<file path="src/rtl/muldiv_sequencer.sv">
// rtl/muldiv_sequencer.sv - MULT/DIV unit sequencer with HI/LO load control and timeout
module muldiv_sequencer #(
  parameter int TIMEOUT = 40,
  parameter int CNT_W   = 6
) (
  input  logic i_clk,
  input  logic i_rst_n,
  input  logic i_start_mult,
  input  logic i_start_div,
  input  logic i_divisor_zero,
  input  logic i_abort,
  input  logic i_mult_done,
  input  logic i_div_done,
  output logic o_mult_init,
  output logic o_div_init,
  output logic o_hilo_sel,
  output logic o_hi_load,
  output logic o_lo_load,
  output logic o_busy,
  output logic o_done,
  output logic o_div_zero_exc,
  output logic o_timeout_err
);

  typedef enum logic [2:0] {
    S_IDLE,
    S_M_INIT,
    S_M_WAIT,
    S_D_INIT,
    S_D_WAIT,
    S_WRITE,
    S_DZERO
  } state_t;

  // Last wait-cycle count before the operation is abandoned.
  localparam logic [CNT_W-1:0] LP_CNT_LAST = CNT_W'(TIMEOUT - 1);

  state_t           r_state;
  logic [CNT_W-1:0] r_cnt;
  logic             r_mult_init;
  logic             r_div_init;
  logic             r_hilo_sel;
  logic             r_load;
  logic             r_busy;
  logic             r_div_zero_exc;
  logic             r_timeout_err;

  // Completion flag of whichever unit the current wait state is listening to.
  logic w_unit_done;
  assign w_unit_done = (r_state == S_M_WAIT) ? i_mult_done : i_div_done;

  // Sequencer state, wait counter and registered Moore outputs.
  always_ff @(posedge i_clk or negedge i_rst_n) begin
    if (!i_rst_n) begin
      r_state        <= S_IDLE;
      r_cnt          <= '0;
      r_mult_init    <= 1'b0;
      r_div_init     <= 1'b0;
      r_hilo_sel     <= 1'b0;
      r_load         <= 1'b0;
      r_busy         <= 1'b0;
      r_div_zero_exc <= 1'b0;
      r_timeout_err  <= 1'b0;
    end else begin
      // Pulse outputs are one cycle wide unless a transition re-asserts them.
      r_mult_init    <= 1'b0;
      r_div_init     <= 1'b0;
      r_load         <= 1'b0;
      r_div_zero_exc <= 1'b0;
      r_timeout_err  <= 1'b0;
      case (r_state)
        S_IDLE: begin
          // A flush in the same cycle as a request suppresses the request.
          if (!i_abort) begin
            if (i_start_mult) begin
              r_state     <= S_M_INIT;
              r_mult_init <= 1'b1;
              r_busy      <= 1'b1;
              r_hilo_sel  <= 1'b0;
            end else if (i_start_div && i_divisor_zero) begin
              r_state        <= S_DZERO;
              r_div_zero_exc <= 1'b1;
              r_busy         <= 1'b1;
            end else if (i_start_div) begin
              r_state    <= S_D_INIT;
              r_div_init <= 1'b1;
              r_busy     <= 1'b1;
              r_hilo_sel <= 1'b1;
            end
          end
        end
        S_M_INIT, S_D_INIT: begin
          r_cnt <= '0;
          if (i_abort) begin
            r_state    <= S_IDLE;
            r_busy     <= 1'b0;
            r_hilo_sel <= 1'b0;
          end else begin
            r_state <= (r_state == S_M_INIT) ? S_M_WAIT : S_D_WAIT;
          end
        end
        S_M_WAIT, S_D_WAIT: begin
          if (i_abort) begin
            r_state    <= S_IDLE;
            r_busy     <= 1'b0;
            r_hilo_sel <= 1'b0;
          end else if (w_unit_done) begin
            // hilo_sel keeps the value chosen at start so the load uses the right unit.
            r_state <= S_WRITE;
            r_load  <= 1'b1;
          end else if (r_cnt == LP_CNT_LAST) begin
            r_state       <= S_IDLE;
            r_busy        <= 1'b0;
            r_hilo_sel    <= 1'b0;
            r_timeout_err <= 1'b1;
          end else begin
            r_cnt <= r_cnt + 1'b1;
          end
        end
        default: begin
          // WRITE and DZERO last exactly one cycle.
          r_state    <= S_IDLE;
          r_busy     <= 1'b0;
          r_hilo_sel <= 1'b0;
        end
      endcase
    end
  end

  assign o_mult_init    = r_mult_init;
  assign o_div_init     = r_div_init;
  assign o_hilo_sel     = r_hilo_sel;
  assign o_hi_load      = r_load;
  assign o_lo_load      = r_load;
  assign o_busy         = r_busy;
  assign o_done         = r_load;
  assign o_div_zero_exc = r_div_zero_exc;
  assign o_timeout_err  = r_timeout_err;

endmodule

</file>
<file path="config.mk">
export PLATFORM = sky130hd
export DESIGN_NAME = muldiv_sequencer
export DESIGN_NICKNAME = d
export VERILOG_FILES = /design/src/rtl/muldiv_sequencer.sv
export SDC_FILE = /design/constraint.sdc
export NUM_CORES = 1
export LEC_CHECK = 0
export CAP_MARGIN = 25
export CORE_UTILIZATION = 45
export DETAILED_ROUTE_END_ITERATION = 7
export GPL_TIMING_DRIVEN = 0
export PLACE_DENSITY = 0.77
export SYNTH_ARGS = -nofsm -noshare
export SYNTH_HDL_FRONTEND = slang
export SYNTH_SLANG_ARGS = --single-unit
</file>
<file path="constraint.sdc">
create_clock -name i_clk -period 4 [get_ports i_clk]
set_input_delay 0.8 -clock i_clk [delete_from_list [all_inputs] [get_ports i_clk]]
set_output_delay 0.8 -clock i_clk [all_outputs]
set_load 0.01 [all_outputs]
</file>
# Word level (Yosys, flattened, before mapping)
# Cells that the tools add are included.
[totals]
ff_bits = 16
word_cells = 82
in_bits = 8
out_inout_bits = 9
[op_classes]
n_addsub = 1
eq_ne = 16
n_reduce_logical = 9
n_mux = 47
[op_table]
columns = ["op", "count"]
rows = [
  ["$mux W1", 31],
  ["$mux W3", 9],
  ["$mux W6", 3],
  ["$ne A3 B3 Y1 const B", 4],
  ["$pmux W6 S2", 1],
  ["$ne A2 B2 Y1 const B", 5],
  ["$pmux W3 S3", 1],
  ["$ne A4 B4 Y1 const B", 2],
  ["$add A6 B1 Y6 const B", 1],
  ["$eq A3 B2 Y1 const B", 2],
  ["$eq A6 B6 Y1 const B", 1],
  ["$pmux W1 S3", 2],
  ["$reduce_and A6 Y1", 1],
  ["$reduce_and A5 Y1", 1],
  ["$reduce_and A4 Y1", 1],
  ["$reduce_or A2 Y1", 2],
  ["$eq A3 B1 Y1 const B", 1],
  ["$eq A3 B3 Y1 const B", 1],
  ["$logic_not A3 Y1", 1],
  ["$reduce_and A3 Y1", 1],
  ["$reduce_bool A2 Y1", 1],
  ["$logic_and A1 B1 Y1", 1],
]

# Logic depth before layout (Yosys ltp)
# Gate-level depths: netlist of run 1.
[depth]
word_depth = 5
mapped_depth = 7
depth_no_buf = 7

# Least setup slack after synthesis of run 1
# No wires, ideal clock.
[synth_path]
kind = "input to register"
startpoint = "input port i_abort"
endpoint = "register r_busy, in the netlist o_busy"
required_time_ns = 3.875
setup_ns = 0.125
arrival_ns = 1.825
path_stages = 4
setup_slack_ns = 2.050
path_buffers = 1
cell_sequence = "clkbuf_1 -> inv_1 -> a311oi_2 -> mux2_2"
[synth_between]
elab_chain_len = 2
elab_cells_between_ends = 7
classes_between = "4 x eq/ne; 2 x mux; 1 x reduce/logical"
[synth_rtl]
columns = ["item", "line_no", "rtl"]
rows = [
  ["from (decl)", "11", "input logic i_abort,"],
  ["$ne A3 B3 Y1 (no line), or another cell as far along", "n/a", ""],
  ["$reduce_and A5 Y1 (no line) / $pmux W1 S3 (equally long branches)", "n/a", ""],
  ["to (signal assigned)", "61", "r_busy <= 1'b0;"],
  ["to (signal assigned)", "78", "r_busy <= 1'b1;"],
  ["to (signal assigned)", "83", "r_busy <= 1'b1;"],
  ["to (decl)", "44", "logic r_busy;"],
]
# Parallel ways exist; a longest one is shown, timed or not.
# A chain may end at the register's enable or synchronous reset.

# Worst setup path in the final report of run 1
# Same ends and word-level chain as after synthesis.

==> metrics.md, run 1 <==
| Metric | Value |
|---|---|
| Clk pwr share | 0.129 |
| GRT Resource Usage Total | 0.1755 |
| Post-CTS Setup Inserts | 0 |
| Tcrit/Tclk final | 0.6075 |
| DPL Wire Length | 1463 um |
| Sw frac | 0.3758 |
| CP required | 4170 ps |
| Gate power share | 0.519 |
| Hold Fails Final Rpt | 0 |
| Commonest non-fill, non-tap cells in the layout | clkdlybuf4s50_1, dfrtp_1, nor2_1 |
| Slew Viols, Final | 0 |
| DIE WIDTH | 48.57 um |
| Status | completed |
| Worst skew pair latency | 280 ps |
| Pin count of the biggest net entering global routing | 17 |
| Detailed Route WL | 1863 um |
| Synth Register Bits | 16 |
| Resized Gates After CTS | 0 |
| Final Critical Period | 2430 ps |
| Cell-internal power | 395.9 uW |
| Count of different cell masters after synthesis | 41 |
| Vias per Instance | 5.436 |
| Fraction of registers with async set/reset | 1.000 |
| CTS buffer count | 3 |
| Post-Syn Nets | 103 |
| Vias in the first global route | 704 |
| Register share of total power | 0.352 |
| Clock skew | 4.506 ps |
| Worst hold slack | 511.0 ps |
| RR Startpoint | r_cnt[0] |
| Residual DRC count | 0 |
| Layout area overhead | 22.18% |
| Initial antenna violation count | 0 |
| Starting density of the core | 0.4875 |
| Synth Flop Type | dfrtp_1 |
| Root Buffer | clkbuf_4 |
| Final setup fails | 0 |
| R2r worst-path depth | 6 |
| Antenna Diode Count | 0 |
| CP Launch Point | i_abort |
| Seq/Total Area, Yosys | 0.4103 |
| Core area | 0.002002 sq mm |
| First-pass GRT wire length | 3194 um |
| Register clock-pin slew on the reported worst setup and hold paths | 80 ps |
| Layout cells sized above 1 | 0.1858 |
| Util after Layout | 0.5956 |
| I/O Pins | 17 |
| CP Capture Point | o_busy |
| DRT Pass-1 Iters | 4 |
| Synth Instances | 94 |
| CP startpoint kind | primary input |
| WL per Instance | 13.31 um |
| Die H | 48.57 um |
| Post-layout net count | 124 |
| Max_cap viols | 0 |
| Initial drt markers | 10 |
| GRT overflow | 0 |
| Filler cells | 186 |
| Fmax | 0.4115 GHz |
| Worst relative slew slack | 0.5473 |
| Min-Delay Path Class | flop to flop |
| DR vias | 761 |
| Multi-input gate area | 523.0 sq um |
| Syn. warnings | 0 |
| Number of flops mapped to enable cells by yosys | 0 |
| Die area | 0.002359 sq mm |
| CTS tree | built |
| RSZ-0062 raised after global routing | false |
| Sink Count | 16 |
| Max IR drop VDD | 0.4104 mV |
| Worst Path Max Fanout | 10 |
| Crit path arrival time | 2600 ps |
| R2R Setup Slk | 2090 ps |
| Port bufs | 16 |
| Setup CP Type | primary input to flop |
| Switching pwr | 238.3 uW |
| H-Tree Depth | 1 |
| Power per cell area | 531.9 mW/mm^2 |
| Hold buffers post-CTS | 0 |
| R2R Path End | r_state[1] |
| Seq. cell area | 400.4 sq um |
| Max Buffers Root-to-Sink | 2 |
| Row count | 16 |
| Slew of the pin with the lowest slew margin | 676.9 ps |
| Worst Setup End Kind | flop |
| Post-synthesis area per instance | 10.38 sq um |
| Static leakage | 0.0005164 uW |
| Routability cong. | 0.8243 |
| Setup TNS | 0 ps |
| Mapped cell area | 975.9 sq um |
| Antenna viol nets, final | 0 |
[logic make-up after synthesis]
logic type	after synthesis	synth area share
multiplexers	4	0.04359
AND/OR/NAND/NOR	43	0.2987
buffers and inverters	8	0.05385
XOR/XNOR	6	0.05385
adder cells (fa/ha/maj)	1	0.01282
flip-flops	16	0.4103
AO/OA/AOI/OAI	16	0.1269
[worst max-delay path: stages]
cell,delay (ps)
clkdlybuf4s50_1,500
clkbuf_1,390
inv_1,190
a311oi_2,340
mux2_2,380
[layer usage]
metal	vias up	track usage	wire length (um)
li1	382	-	-
met1	356	0.2555	889
met2	21	0.2629	878
met3	2	0.03145	74
met4	0	0.05882	21
met5	-	0	0
[per-stage QoR]
step                cell area [sq um]  total power, uW  setup slack [ps]  cells
global route                     1192            677.6              1468    140
detailed placement               1170            554.8              1297    137
floorplan                       975.9            456.2              2050     94
CTS                              1192            635.7              1580    140
finish                           1192            634.2              1570    140
global placement                 1170            541.9              1324    137
[state kept, by name, summed over array words and instances (netlist names)]
signal	count
o_div_init	1
o_busy	1
r_cnt	6
o_div_zero_exc	1
o_done	1
o_hilo_sel	1
o_timeout_err	1
r_state	3
o_mult_init	1
[Yosys cell counts, types with 2 or more instances]
library cell,count,area [sq um]
o21ai_0,2,10.01
xnor2_1,4,35.03
nor2_1,9,33.78
dfrtp_1,16,400.4
buf_4,4,30.03
nand2_1,5,18.77
a21oi_1,3,15.01
o21a_1,3,22.52
nor4b_4,2,47.55
a22o_1,2,17.52
xor2_1,2,17.52
nand3_1,2,10.01
nand3b_1,3,22.52
mux2_2,2,22.52
inv_1,2,7.510
nor4_1,3,18.77
mux2i_1,2,20.02
nor3_1,5,25.02
[final cells by class]
type,count,area share
Multi-Input combinational cell,70,0.4386
Inverter,2,0.006296
Tap cell,27,0.02833
Timing Repair Buffer,16,0.1343
Sequential cell,16,0.3358
Buffer,6,0.03778
Clock buffer,3,0.01889
[power groups by stage]
stage | registers (uW) | clock network, uW | logic (uW)
floorplan | 228 | 0 | 228
global placement | 224 | 0 | 318
detailed placement | 226 | 0 | 329
CTS | 223 | 83.4 | 329
global route | 227 | 90.3 | 360
finish | 223 | 82.1 | 329
[worst min-delay path by stage]
stage	from	end	slack, ps	depth (start not counted)
after floorplan	i_rst_n	o_busy	500	0
after global placement	o_busy	o_busy	490	1
after detailed placement	o_hilo_sel	o_hilo_sel	500	2
after CTS	o_hilo_sel	o_hilo_sel	520	2
after global routing	o_busy	o_busy	530	1
final	o_hilo_sel	o_hilo_sel	510	2
(Power assumes the default switching activity.)
==> inputs of run 2 (changes only) <==
--- a/config.mk
+++ b/config.mk
@@ -9,7 +9,7 @@
 export CORE_UTILIZATION = 45
 export DETAILED_ROUTE_END_ITERATION = 7
 export GPL_TIMING_DRIVEN = 0
-export PLACE_DENSITY = 0.77
+export PLACE_DENSITY = 0.79
 export SYNTH_ARGS = -nofsm -noshare
 export SYNTH_HDL_FRONTEND = slang
 export SYNTH_SLANG_ARGS = --single-unit
==> constraint.sdc (replaced) <==
create_clock -name i_clk -period 2 [get_ports i_clk]
set_input_delay 0.4 -clock i_clk [delete_from_list [all_inputs] [get_ports i_clk]]
set_output_delay 0.4 -clock i_clk [all_outputs]
set_load 0.01 [all_outputs]
==> run 2 against run 1 <==
  * Sequential power rose by 100%
  * Via count rose by 3.4%
  * Total power rose by 98%
  * Worst hold slack got worse by 5.4 ps
  * Clock power rose by 99%
  * Largest cell class unchanged
  * Sequential share of layout area barely moved
  * Count of clock-buffer cells in the layout did not move
  * Combinational power rose by 97%
  * Global-route usage rose by 1.9 points
  * Critical path type is now flop to flop
  * Cell area rose by 0.10%
==> metrics.md, run 2 (same netlist as run 1, synthesis figures left out) <==
| Metric | Value |
|---|---|
| Status | completed |
| CTS tree | built |
| GRT overflow | 0 (unchanged) |
| Seq. cell area | 400.4 sq um (unchanged) |
| DPL Wire Length | 1402 um (-4.2%) |
| Slew Viols, Final | 0 (unchanged) |
| Register share of total power | 0.354 (+0.002) |
| Antenna Diode Count | 0 (unchanged) |
| Place WS | -307.6 ps (-1605 ps) |
| Port bufs | 16 (unchanged) |
| Root Buffer | clkbuf_4 |
| Cell-internal power | 792.1 uW (+100%) |
| DRT Pass-1 Iters | 4 (unchanged) |
| Fin cells | 140 (unchanged) |
| Commonest non-fill, non-tap cells in the layout | clkdlybuf4s50_1, dfrtp_1, nor2_1 |
| Worst Setup End Kind | flop |
| Initial antenna violation count | 0 (unchanged) |
| Residual DRC count | 0 (unchanged) |
| Clock skew | 3.516 ps (-0.9899 ps) |
| Vias per Instance | 5.621 (+3.4%) |
| Max stage delay on crit path | 410 ps (-90 ps) |
| Largest register FFs | 6 (unchanged) |
| Met3 Usage GRT | 0.03459 (+0.003145) |
| Met2 GRT Util | 0.2934 (+0.03052) |
| WL per Instance | 13.54 um (+1.8%) |
| Layout area overhead | 22.31% |
| Setup TNS | 0 ps (unchanged) |
| Routability cong. | 0.8396 (+1.9%) |
| Most used routing layer | met2 |
| Worst skew pair latency | 280 ps (about the same) |
| CP startpoint kind | flop |
| Largest Register | r_cnt |
| CP required | 2170 ps (-2000 ps) |
| Pin count of the biggest net entering global routing | 17 (unchanged) |
| Die H | 48.57 um (unchanged) |
| Worst Path Max Fanout | 5 (-5) |
| Worst relative slew slack | 0.5235 (-0.02377) |
| Max Buffers Root-to-Sink | 2 (unchanged) |
| Final setup fails | 0 (unchanged) |
| Starting density of the core | 0.4875 (unchanged) |
| Sink Count | 16 (unchanged) |
| I/O Pins | 17 (unchanged) |
| Post-CTS Setup Inserts | 0 (unchanged) |
| Post-layout net count | 124 (unchanged) |
| Sw frac | 0.3696 (-0.006119) |
| Fmax | 0.5329 GHz |
| Regs by FF count | r_cnt (6), r_state (3) |
| RSZ-0062 raised after global routing | false |
| Row count | 16 (unchanged) |
| Slew of the pin with the lowest slew margin | 712.5 ps (+35.55 ps) |
| Register clock-pin slew on the reported worst setup and hold paths | 90 ps (about the same) |
| Initial drt markers | 19 (+9) |
| CTS buffer count | 3 (unchanged) |
| DIE WIDTH | 48.57 um (unchanged) |
| Crit path arrival time | 2050 ps (-550 ps) |
| Clk pwr share | 0.129 (about the same) |
| Filler cells | 184 (-1.1%) |
| Gate power share | 0.517 (-0.002) |
| CP max-delay cell | dfrtp_1 |
| H-Tree Depth | 1 (unchanged) |
| Bufs and invs on worst path | 0 (-3) |
| Final worst slack | 123.3 ps (-1447 ps) |
| GRT Resource Usage Total | 0.1944 (+0.01883) |
| Max_cap viols | 0 (unchanged) |
| Placed Instances | 137 (unchanged) |
| Final Critical Period | 1877 ps |
| Vias in the first global route | 785 (+12%) |
| DR vias | 787 (+3.4%) |
| Min-Delay Path Class | flop to flop |
| Tcrit/Tclk final | 0.9383 |
| Layout cells sized above 1 | 0.1947 (+0.008850) |
| Static leakage | 0.0005194 uW (+0.58%) |
| Antenna viol nets, final | 0 (unchanged) |
| CP top delay family | compound AO/OA/AOI/OAI gates |
| Detailed Route WL | 1896 um (+1.8%) |
| Met1 usage | 0.2736 (+0.01811) |
| Multi-input gate area | 523.0 sq um (unchanged) |
| Core area | 0.002002 sq mm (unchanged) |
| First-pass GRT wire length | 3512 um (+10%) |
| Setup CP Type | flop to flop |
| Max IR drop VDD | 0.7227 mV (+76%) |
| Die area | 0.002359 sq mm (unchanged) |
| Hold Fails Final Rpt | 0 (unchanged) |
| Power per cell area | 1053 mW/mm^2 (+98%) |
| Switching pwr | 464.5 uW (+95%) |
| CP Cell Sequence | ha_1 > and4bb_2 > and2_2 > o31ai_1 > a211oi_2 > a32o_1 |
[run 2: changes by cell type in the layout (fill, tap and decap cells not counted)]
cell and delta:
clkbuf_1 -1, clkbuf_2 +1
[run 2: through the flow]
step / cell area [sq um] / utilization / power [uW] / hold WS [ps]
after floorplan: 975.9 / - / 912.3 / 104.4
after global placement: 1170 / 0.5844 / 1083 / 486.6
after detailed placement: 1170 / 0.5844 / 1096 / 501.2
after CTS: 1194 / 0.5963 / 1266 / 521.1
after global routing: 1194 / 0.5963 / 1353 / 560.8
final: 1194 / 0.5963 / 1257 / 505.6
[run 2: final cells by class]
class,instances,area share
Inverter,2,0.006289
Buffer,6,0.03878
Multi-Input combinational cell,70,0.4382
Clock buffer,3,0.01887
Sequential cell,16,0.3354
Tap cell,27,0.02830
Timing Repair Buffer,16,0.1342
[run 2: power by group through the flow]
stage	Sequential, uW	Combinational [uW]	Clock, uW
floorplan	456	457	0
global placement	447	637	0
detailed placement	451	644	0
CTS	445	652	169
global route	460	706	187
finish	445	649	163
[run 2: tightest hold or removal path: stages (launching register included)]
cell     delay, ps
dfrtp_1        350
a21oi_1         40
nor2_1          80
[run 2: repair_timing]
action,in CTS,in global routing
setup endpoints to repair,1,0
hold buffers,0,0
resized for setup,1,0
[run 2: final timing paths]
check / slack (ps) / start / endpoint / depth (start not counted)
setup / recovery: 120 / r_cnt[0] / r_state[1] / 6
hold / removal: 510 / o_hilo_sel / o_hilo_sel / 2
setup reg to reg: 120 / r_cnt[0] / r_state[1] / 6
hold reg to reg: 510 / o_hilo_sel / o_hilo_sel / 2
max in group asynchronous: 1010 / i_rst_n / r_state[0] / 1
min in group asynchronous: 540 / i_rst_n / r_state[2] / 1
[run 2: routing by layer]
metal | wire length, um | share of wire | up-vias
li1 | - | - | 379
met1 | 921 | 0.49 | 378
met2 | 850 | 0.45 | 26
met3 | 89 | 0.047 | 4
met4 | 34 | 0.018 | 0
met5 | 0 | 0 | -
==> inputs of run 3 (changes only) <==
--- a/config.mk
+++ b/config.mk
@@ -10,6 +10,7 @@
 export DETAILED_ROUTE_END_ITERATION = 7
 export GPL_TIMING_DRIVEN = 0
 export PLACE_DENSITY = 0.79
+export REMOVE_ABC_BUFFERS = 1
 export SYNTH_ARGS = -nofsm -noshare
 export SYNTH_HDL_FRONTEND = slang
 export SYNTH_SLANG_ARGS = --single-unit
==> run 3 against run 2 <==
  * Worst setup slack gained 3.4 ps
  * Combinational power shrank 16%
  * Largest cell class unchanged
  * Count of clock-buffer cells in the layout grew 1
  * Non-clock buffer count shrank 6
  * Flip-flop and latch count is the same
  * Critical path type unchanged
==> metrics.md, run 3 (same netlist as run 1, synthesis figures left out) <==
| Metric | Value |
|---|---|
| Initial antenna violation count | 0 (unchanged) |
| Worst relative slew slack | 0.5429 (+0.01933) |
| Largest Register | r_cnt |
| WL per Instance | 13.59 um (+0.31%) |
| Sink Count | 16 (unchanged) |
| Crit path arrival time | 2060 ps (about the same) |
| Regs by FF count | r_cnt (6), r_state (3) |
| Layout cells sized above 1 | 0.1759 (-0.01876) |
| Initial drt markers | 18 (-1) |
| CTS buffer count | 3 (unchanged) |
| Vias in the first global route | 715 (-8.9%) |
| Tcrit/Tclk final | 0.9366 (-0.001690) |
| DPL Wire Length | 1349 um (-3.8%) |
| Worst hold slack | 516.5 ps (+10.86 ps) |
| Clock skew | 1.291 ps (-2.225 ps) |
| GRT overflow | 0 (unchanged) |
| CTS tree | built |
| Slew of the pin with the lowest slew margin | 683.6 ps (-28.91 ps) |
| Fin area | 0.001170 sq mm (-2.0%) |
| Antenna viol nets, final | 0 (unchanged) |
| Setup CP Type | flop to flop |
| Max Buffers Root-to-Sink | 2 (unchanged) |
| Root Buffer | clkbuf_4 |
| Fmax | 0.5338 GHz (+0.18%) |
| First-pass GRT wire length | 3194 um (-9.1%) |
| Hold Fails Final Rpt | 0 (unchanged) |
| Register clock-pin slew on the reported worst setup and hold paths | 90 ps (about the same) |
| Slew Viols, Final | 0 (unchanged) |
| Area after DPL | 0.001125 sq mm (-3.9%) |
| Final setup fails | 0 (unchanged) |
| Port bufs | 16 (unchanged) |
| CP startpoint kind | flop |
| Layout area overhead | 19.87% |
| DIE WIDTH | 48.57 um (unchanged) |
| GRT Resource Usage Total | 0.1764 (-0.01796) |
| Commonest non-fill, non-tap cells in the layout | clkdlybuf4s50_1, dfrtp_1, nor2_1 |
| Worst Path Max Fanout | 14 (+9) |
| Filler cells | 177 (-3.8%) |
| Power per cell area | 1084 mW/mm^2 (+3.0%) |
| Final Critical Period | 1873 ps (-3.379 ps) |
| Pin count of the biggest net entering global routing | 17 (unchanged) |
| Setup TNS | 0 ps (unchanged) |
| Post-layout net count | 118 (-4.8%) |
| Status | completed |
| Max IR drop VDD | 0.9985 mV (+38%) |
| Worst skew pair latency | 290 ps (about the same) |
| RSZ-0062 raised after global routing | false |
| Residual DRC count | 0 (unchanged) |
| Vias per Instance | 5.437 (-3.3%) |
| Row count | 16 (unchanged) |
| DR vias | 734 (-6.7%) |
| Max_cap viols | 0 (unchanged) |
| Worst Setup End Kind | flop |
| Antenna Diode Count | 0 (unchanged) |
| Die H | 48.57 um (unchanged) |
| H-Tree Depth | 1 (unchanged) |
| Detailed Route WL | 1834 um (-3.3%) |
| Tot Pwr | 1268 uW (+0.92%) |
| Min-Delay Path Class | primary input to async pin |
| Die area | 0.002359 sq mm (unchanged) |
| Static leakage | 0.0005033 uW (-3.1%) |
| Util after Layout | 0.5844 (-0.01187) |
| Core area | 0.002002 sq mm (unchanged) |
| Routability cong. | 0.8272 (-1.5%) |
| Starting density of the core | 0.4875 (unchanged) |
| I/O Pins | 17 (unchanged) |
| CP required | 2180 ps (about the same) |
| Largest register FFs | 6 (unchanged) |
| DRT Pass-1 Iters | 4 (unchanged) |
run 3: cell type report:
class / count / area, sq um / share of cell area
Sequential cell: 16 / 401.6 / 0.3433
Timing Repair Buffer: 16 / 162.7 / 0.1390
Tap cell: 27 / 33.78 / 0.02888
Multi-Input combinational cell: 70 / 528.0 / 0.4513
Inverter: 2 / 7.507 / 0.006417
Clock buffer: 4 / 36.28 / 0.03102
run 3: power by group:
| group | leakage, uW | switching [uW] | total, uW | internal (uW) |
|---|---|---|---|---|
| logic | 0.000269 | 255 | 545 | 290 |
| registers | 0.000214 | 116 | 509 | 393 |
| clock network | 0.0000210 | 104 | 215 | 111 |
run 3: worst max-delay path: stages (launching register included):
cell      delay (ps)
dfrtp_1          650
nand3b_1         170
nand2_1           50
nand2_1          110
inv_1             80
a311oi_2         340
mux2_2           370
run 3: through the flow:
stage               worst slack, ps  cells
detailed placement           -241.3    131
global placement             -262.5    131
CTS                           67.16    135
global route                  26.44    135
floorplan                     269.1     88
finish                        126.7    135
run 3: path summary, 6_finish.rpt:
| check | cells past startpoint | startpoint | end | slack, ps |
|---|---|---|---|---|
| hold / removal | 1 | i_rst_n | o_div_init | 520 |
| setup reg to reg | 6 | r_state[1] | o_busy | 130 |
| min in group i_clk | 1 | o_busy | o_busy | 530 |
| max in group asynchronous | 1 | i_rst_n | r_state[2] | 1010 |
| setup / recovery | 6 | r_state[1] | o_busy | 130 |
| hold reg to reg | 1 | o_busy | o_busy | 530 |
run 3: repair_timing:
item                                    in CTS  in global routing
hold buffers                                 0                  0
endpoints found under the setup margin       0                  2
buffers inserted                             0                  0
gates resized for setup                      0                  3
run 3: routing by layer:
metal / vias to the layer above / share of wire / GRT usage
met5: - / 0 / 0
met4: 0 / 0.029 / 0.1176
met3: 4 / 0.033 / 0.01887
met2: 27 / 0.45 / 0.2582
met1: 333 / 0.49 / 0.2455
li1: 370 / - / -
